<file path="config.mk">
export PLATFORM = sky130hd
export DESIGN_NAME = scanner_byte_tx
export DESIGN_NICKNAME = d
export VERILOG_FILES = /design/src/rtl/scanner_byte_tx.sv
export SDC_FILE = /design/constraint.sdc
export NUM_CORES = 1
export LEC_CHECK = 0
export BUFFER_PORTS_ARGS = -buffer_cell sky130_fd_sc_hd__buf_2
export CAP_MARGIN = 10
export CORE_ASPECT_RATIO = 0.6
export CORE_UTILIZATION = 35
export DETAILED_ROUTE_END_ITERATION = 8
export PLACE_DENSITY_LB_ADDON = 0.15
export SYNTH_ARGS = -nofsm -noshare
export SYNTH_HDL_FRONTEND = slang
export SYNTH_SLANG_ARGS = --single-unit
</file>
<file path="constraint.sdc">
create_clock -name clk -period 2.3 [get_ports clk]
set_input_delay 0.69 -clock clk [delete_from_list [all_inputs] [get_ports clk]]
set_output_delay 0.69 -clock clk [all_outputs]
set_load 0.05 [all_outputs]
</file>
<file path="src/rtl/scanner_byte_tx.sv">
// Scanner transmit stage: byte FIFO feeding a start/8-data/stop serializer toward the transfer center.
// Optional even-parity bit between data and stop when PARITY_EN is defined.
module scanner_byte_tx #(
   parameter int unsigned DEPTH       = 8,
   parameter int unsigned PTR_W       = 3,
   parameter int unsigned READY_LEVEL = 4
) (
   input  logic             clk,
   input  logic             rst,
   input  logic             scanValid,
   input  logic [7:0]       scanByte,
   output logic             scanReady,
   input  logic             readyForTransferIn,
   output logic             readyForTransferOut,
   output logic             dataOut,
   output logic [PTR_W:0]   fillCount,
   output logic             busy,
   output logic             overflow
);

`ifdef PARITY_EN
   typedef enum logic [2:0] {IDLE, START, DATA, PAR, STOP} state_t;
`else
   typedef enum logic [1:0] {IDLE, START, DATA, STOP} state_t;
`endif

   localparam logic [PTR_W:0]   CNT_FULL  = (PTR_W+1)'(DEPTH);
   localparam logic [PTR_W:0]   CNT_LEVEL = (PTR_W+1)'(READY_LEVEL);
   localparam logic [PTR_W:0]   CNT_ONE   = {{PTR_W{1'b0}}, 1'b1};
   localparam logic [PTR_W-1:0] PTR_ONE   = {{(PTR_W-1){1'b0}}, 1'b1};

   state_t           state, state_nxt;
   logic [7:0]       mem [DEPTH];
   logic [PTR_W-1:0] wr_ptr, rd_ptr;
   logic [PTR_W:0]   count, count_nxt;
   logic [PTR_W:0]   burst_left;
   logic [7:0]       shreg;
   logic [2:0]       bit_cnt;
   logic [7:0]       head;
   logic             push, pop, drop, dout_nxt;
`ifdef PARITY_EN
   logic             par;
`endif

   assign head      = mem[rd_ptr];
   assign pop       = (state == START);
   // The START pop frees a slot on the same edge, so a push at full is still taken then.
   assign push      = scanValid && ((count != CNT_FULL) || pop);
   assign drop      = scanValid && (count == CNT_FULL) && !pop;
   assign scanReady = (count != CNT_FULL);
   assign fillCount = count;
   assign busy      = (state != IDLE);

   always_comb begin
      count_nxt = count;
      if (push && !pop)
         count_nxt = count + CNT_ONE;
      else if (pop && !push)
         count_nxt = count - CNT_ONE;
   end

   // dataOut is registered from the next state, so each output bit lines up with its state.
   always_comb begin
      state_nxt = state;
      dout_nxt  = 1'b0;
      case (state)
         IDLE: begin
            if (readyForTransferIn && (count != '0)) begin
               state_nxt = START;
               dout_nxt  = 1'b1;
            end
         end
         START: begin
            state_nxt = DATA;
            dout_nxt  = head[7];
         end
         DATA: begin
            if (bit_cnt == 3'd0) begin
`ifdef PARITY_EN
               state_nxt = PAR;
               dout_nxt  = par;
`else
               state_nxt = STOP;
`endif
            end else begin
               dout_nxt = shreg[7];
            end
         end
`ifdef PARITY_EN
         PAR: state_nxt = STOP;
`endif
         STOP: begin
            if (burst_left != '0) begin
               state_nxt = START;
               dout_nxt  = 1'b1;
            end else begin
               state_nxt = IDLE;
            end
         end
         default: state_nxt = IDLE;
      endcase
   end

   always_ff @(posedge clk) begin
      if (push)
         mem[wr_ptr] <= scanByte;
   end

   always_ff @(posedge clk or negedge rst) begin
      if (!rst) begin
         state               <= IDLE;
         dataOut             <= 1'b0;
         readyForTransferOut <= 1'b0;
         overflow            <= 1'b0;
         count               <= '0;
         wr_ptr              <= '0;
         rd_ptr              <= '0;
         burst_left          <= '0;
         shreg               <= '0;
         bit_cnt             <= '0;
`ifdef PARITY_EN
         par                 <= 1'b0;
`endif
      end else begin
         state               <= state_nxt;
         dataOut             <= dout_nxt;
         readyForTransferOut <= (count_nxt >= CNT_LEVEL) && (state_nxt == IDLE);
         count               <= count_nxt;
         if (push)
            wr_ptr <= wr_ptr + PTR_ONE;
         if (pop)
            rd_ptr <= rd_ptr + PTR_ONE;
         if (drop)
            overflow <= 1'b1;
         case (state)
            IDLE: begin
               if (state_nxt == START)
                  burst_left <= count;
            end
            START: begin
               shreg      <= {head[6:0], 1'b0};
               bit_cnt    <= 3'd7;
               burst_left <= burst_left - CNT_ONE;
`ifdef PARITY_EN
               par        <= ^head;
`endif
            end
            DATA: begin
               if (bit_cnt != 3'd0) begin
                  shreg   <= {shreg[6:0], 1'b0};
                  bit_cnt <= bit_cnt - 3'd1;
               end
            end
            default: ;
         endcase
      end
   end

endmodule
</file>
==> qor.csv <==
metric,value,unit
syn_area_per_cell,14.32,µm²
Placer Congestion,0.7572,
worst-case hold slack,0.3969,ns
Reg2Reg Setup Slack,0.10,ns
Peak supply drop,0.5402,mV
Starting Density,36.52,%
drt wl/cell,17.74,µm
io pins,21,
GRT Residual Overflow,0,
type of the worst min-delay path,in2async,
count of hold buffers inserted by post-cts repair,0,
reg-to-reg critical path endpoint,burst_left[2],
Die Area,12400,µm²
setup skew after layout,0.007747,ns
RSZ-0062 raised after global routing,true,
first-pass GRT wire length,14350,µm
total nets after synthesis,316,
area inside the core boundary,11450,µm²
CTS buffer count,9,
iteration count of the initial detailed-routing pass,4,
cell area after placement,4592,µm²
# placed instances,478,
number of buffers on the longest clock path,2,
worst reg-to-reg path cell count,7,
run status,"complete, no violations",
signed area change from the synthesized netlist to the final layout,17.86,%
nature of the critical path startpoint,flip-flop,
async set or reset register ratio after synthesis,31.18,%
pwr dens,933.4,nW/µm²
part of the cycle the worst path needs,96.01,%
slew at the pin closest to its max-slew limit,0.7214,ns
sink count of the clock tree,93,
category of the critical setup timing path,reg2out,
number of antenna violations at the first check in global routing,0,
post-detailed-routing wire length,8797,µm
number of maximum-capacitance constraint violations,0,
number of nets in the layout,355,
clk slew on worst S/H paths,0.07,ns
detailed-placement wirelength estimate,5890,µm
synthesized instance count,292,
H-tree lvl count,3,
Final TNS setup,0,ns
fraction of the mapped netlist area in simple logic gates,9.336,%
fraction of final layout cells sized beyond drive strength 1,27.38,%
IO Port Bufs,20,
multiplexer fraction of the synthesized cell area,11.55,%
number of enable flip-flop cells after synthesis,64,
"FF+latch count, synth",93,
Tmin final,2.208,ns
combinational family with the most area after synthesis,multiplexers,
count of routing violations after the opening detailed-route iteration,268,
Relative slew margins,51.91,%
RR Startpoint,burst_left[0],
number of distinct library cells after synthesis,48,
count of antenna-violating nets left after detailed routing,0,
post-route DRC violation count,0,
Antenna Diode Count,0,
CTS Root Cell,sky130_fd_sc_hd__clkbuf_16,
clock latency reported for the late side of the worst-skew pair,0.34,ns
Avg Vias per Cell,4.952,
highest clock rate,452.9,MHz
fraction of the yosys area taken by sequential cells,63.32,%
maximum net fanout on the critical path,7,
Layout Cells excl Fill,496,
top flip-flop cell by instance count after synthesis,sky130_fd_sc_hd__edfxtp_1,
Filler cells,1038,
synthesized area,4182,µm²
die height,86.67,µm
width of the chip,143.1,µm
largest net degree at the start of global routing,30,
final count of negative-setup-slack endpoints,0,
overall fraction of global-route tracks in use,16.03,%
number of max-slew violations in the final report,0,
share of the synthesized netlist area taken by xor and xnor gates,1.257,%
Critical Path AT,1.52,ns
row count,30,
number of endpoints with negative hold slack in the final report,0,
total number of yosys warnings,0,
vias in the first global route,2547,
Post-Layout Inst Area,4928,µm²
CP required,1.61,ns
TritonCTS clock tree,built,
Compound-Gate Fraction of Synth Area,8.558,%
fraction of the mapped netlist area in adder cells,3.591,%
via total after detailed routing,2456,
Setup crit end kind,output port,
static leakage,0.001900,µW
-- sequential cells by signal, indices dropped and copies added, names as in the netlist, named ones only --
signal and flops:
bit_cnt 3, burst_left 4, dataOut 1, fillCount 3, mem 64, overflow 1
rd_ptr 3, readyForTransferOut 1, shreg 7, state 2, wr_ptr 3
-- layout by cell type, fill, tap and decap left out, drive strengths merged, types with 5 or more instances in the layout --
cell type,synthesis,layout
edfxtp,64,64
buf,5,40
dfrtp,29,29
nand2,23,23
inv,12,14
a21oi,13,13
nor2,13,13
mux4,12,12
o21ai,12,12
ha,12,12
nand3,11,11
mux2,10,10
mux2i,10,10
clkbuf,7,10
a211oi,6,6
nand2b,5,5
nor2b,5,5
nor3,5,5
-- cell type report --
| class | instances | area (µm²) | area share [%] |
|---|---|---|---|
| clock buffer | 10 | 239.0 | 4.849 |
| clock inverter | 6 | 70.07 | 1.422 |
| inverter | 12 | 45.04 | 0.9139 |
| multi-input combinational | 175 | 1454 | 29.50 |
| sequential | 93 | 2653 | 53.82 |
| tap | 160 | 200.2 | 4.062 |
| timing repair buffer | 40 | 267.8 | 5.433 |
-- cell usage after synthesis (all sizes together) (2+ instances only) --
cell type | number | share of area, %
nand3 | 11 | 1.3
o211ai | 3 | 0.54
or3b | 3 | 0.69
mux2 | 10 | 2.7
nor2 | 13 | 1.2
a21boi | 3 | 0.54
a22oi | 3 | 0.54
nand4b | 2 | 0.42
xnor2 | 4 | 0.84
nand2b | 5 | 0.75
mux2i | 10 | 2.4
edfxtp | 64 | 46
a21oi | 13 | 1.6
mux4 | 12 | 6.5
nor3 | 5 | 0.60
inv | 12 | 1.1
xor2 | 2 | 0.42
nand2 | 23 | 2.1
dfrtp | 29 | 17
buf | 5 | 0.69
a211oi | 6 | 1.3
o21ai | 12 | 1.4
ha | 12 | 3.6
clkbuf | 7 | 0.63
nor2b | 5 | 0.75
-- report_power, final --
part	internal [µW]	total [µW]	switching [µW]	leakage, µW
combinational	335	910	574	0.000825
clock	880	1520	641	0.000142
sequential	2050	2170	122	0.000933
-- per-stage QoR --
| step | setup slack [ns] | utilization [%] | power (µW) |
|---|---|---|---|
| 2_1_floorplan | 0.007998 | - | 2776 |
| 3_3_place_gp | 0.2154 | 40.11 | 3091 |
| 3_5_place_dp | 0.1156 | 40.11 | 3096 |
| 4_1_cts | 0.05366 | 42.85 | 4625 |
| 5_1_grt | -0.02276 | 43.05 | 4827 |
| 6_report | 0.09187 | 43.05 | 4600 |
-- repair_timing --
item	CTS	global route
resized for setup	2	3
setup buffers	0	2
setup endpoints to repair	2	4
hold endpoints to repair	0	0
-- layer usage --
metal	GRT usage [%]	vias to the layer above	part of all wire (%)
li1	-	1179	-
met1	23.79	1228	53
met2	22.75	40	42
met5	0	-	0
met4	4.692	0	1.0
met3	4.309	9	4.1
-- critical path, stage by stage (launching register included) --
cell,delay (ns)
sky130_fd_sc_hd__dfrtp_2,0.45
sky130_fd_sc_hd__inv_1,0.09
sky130_fd_sc_hd__ha_1,0.19
sky130_fd_sc_hd__buf_4,0.14
sky130_fd_sc_hd__nand3_2,0.10
sky130_fd_sc_hd__buf_4,0.21
-- cell families after synthesis --
family          after synthesis
compound gates               51
xor+xnor                      6
fa+ha+maj                    12
buf+inv                      24
flops                        93
mux                          32
simple gates                 74
-- worst max-delay path by stage --
stage / from / end / slack (ns) / cells past startpoint
after floorplan: fillCount[0] / mem[3][0] / 0.008 / 6
after global placement: burst_left[0] / burst_left[2] / 0.22 / 7
after detailed placement: burst_left[0] / burst_left[2] / 0.12 / 7
after CTS: state[0] / busy / 0.05 / 4
after global routing: burst_left[0] / burst_left[2] / -0.02 / 7
final: flip-flop / scanReady / 0.09 / 5
Note: power is estimated with default switching activity, not from simulation.
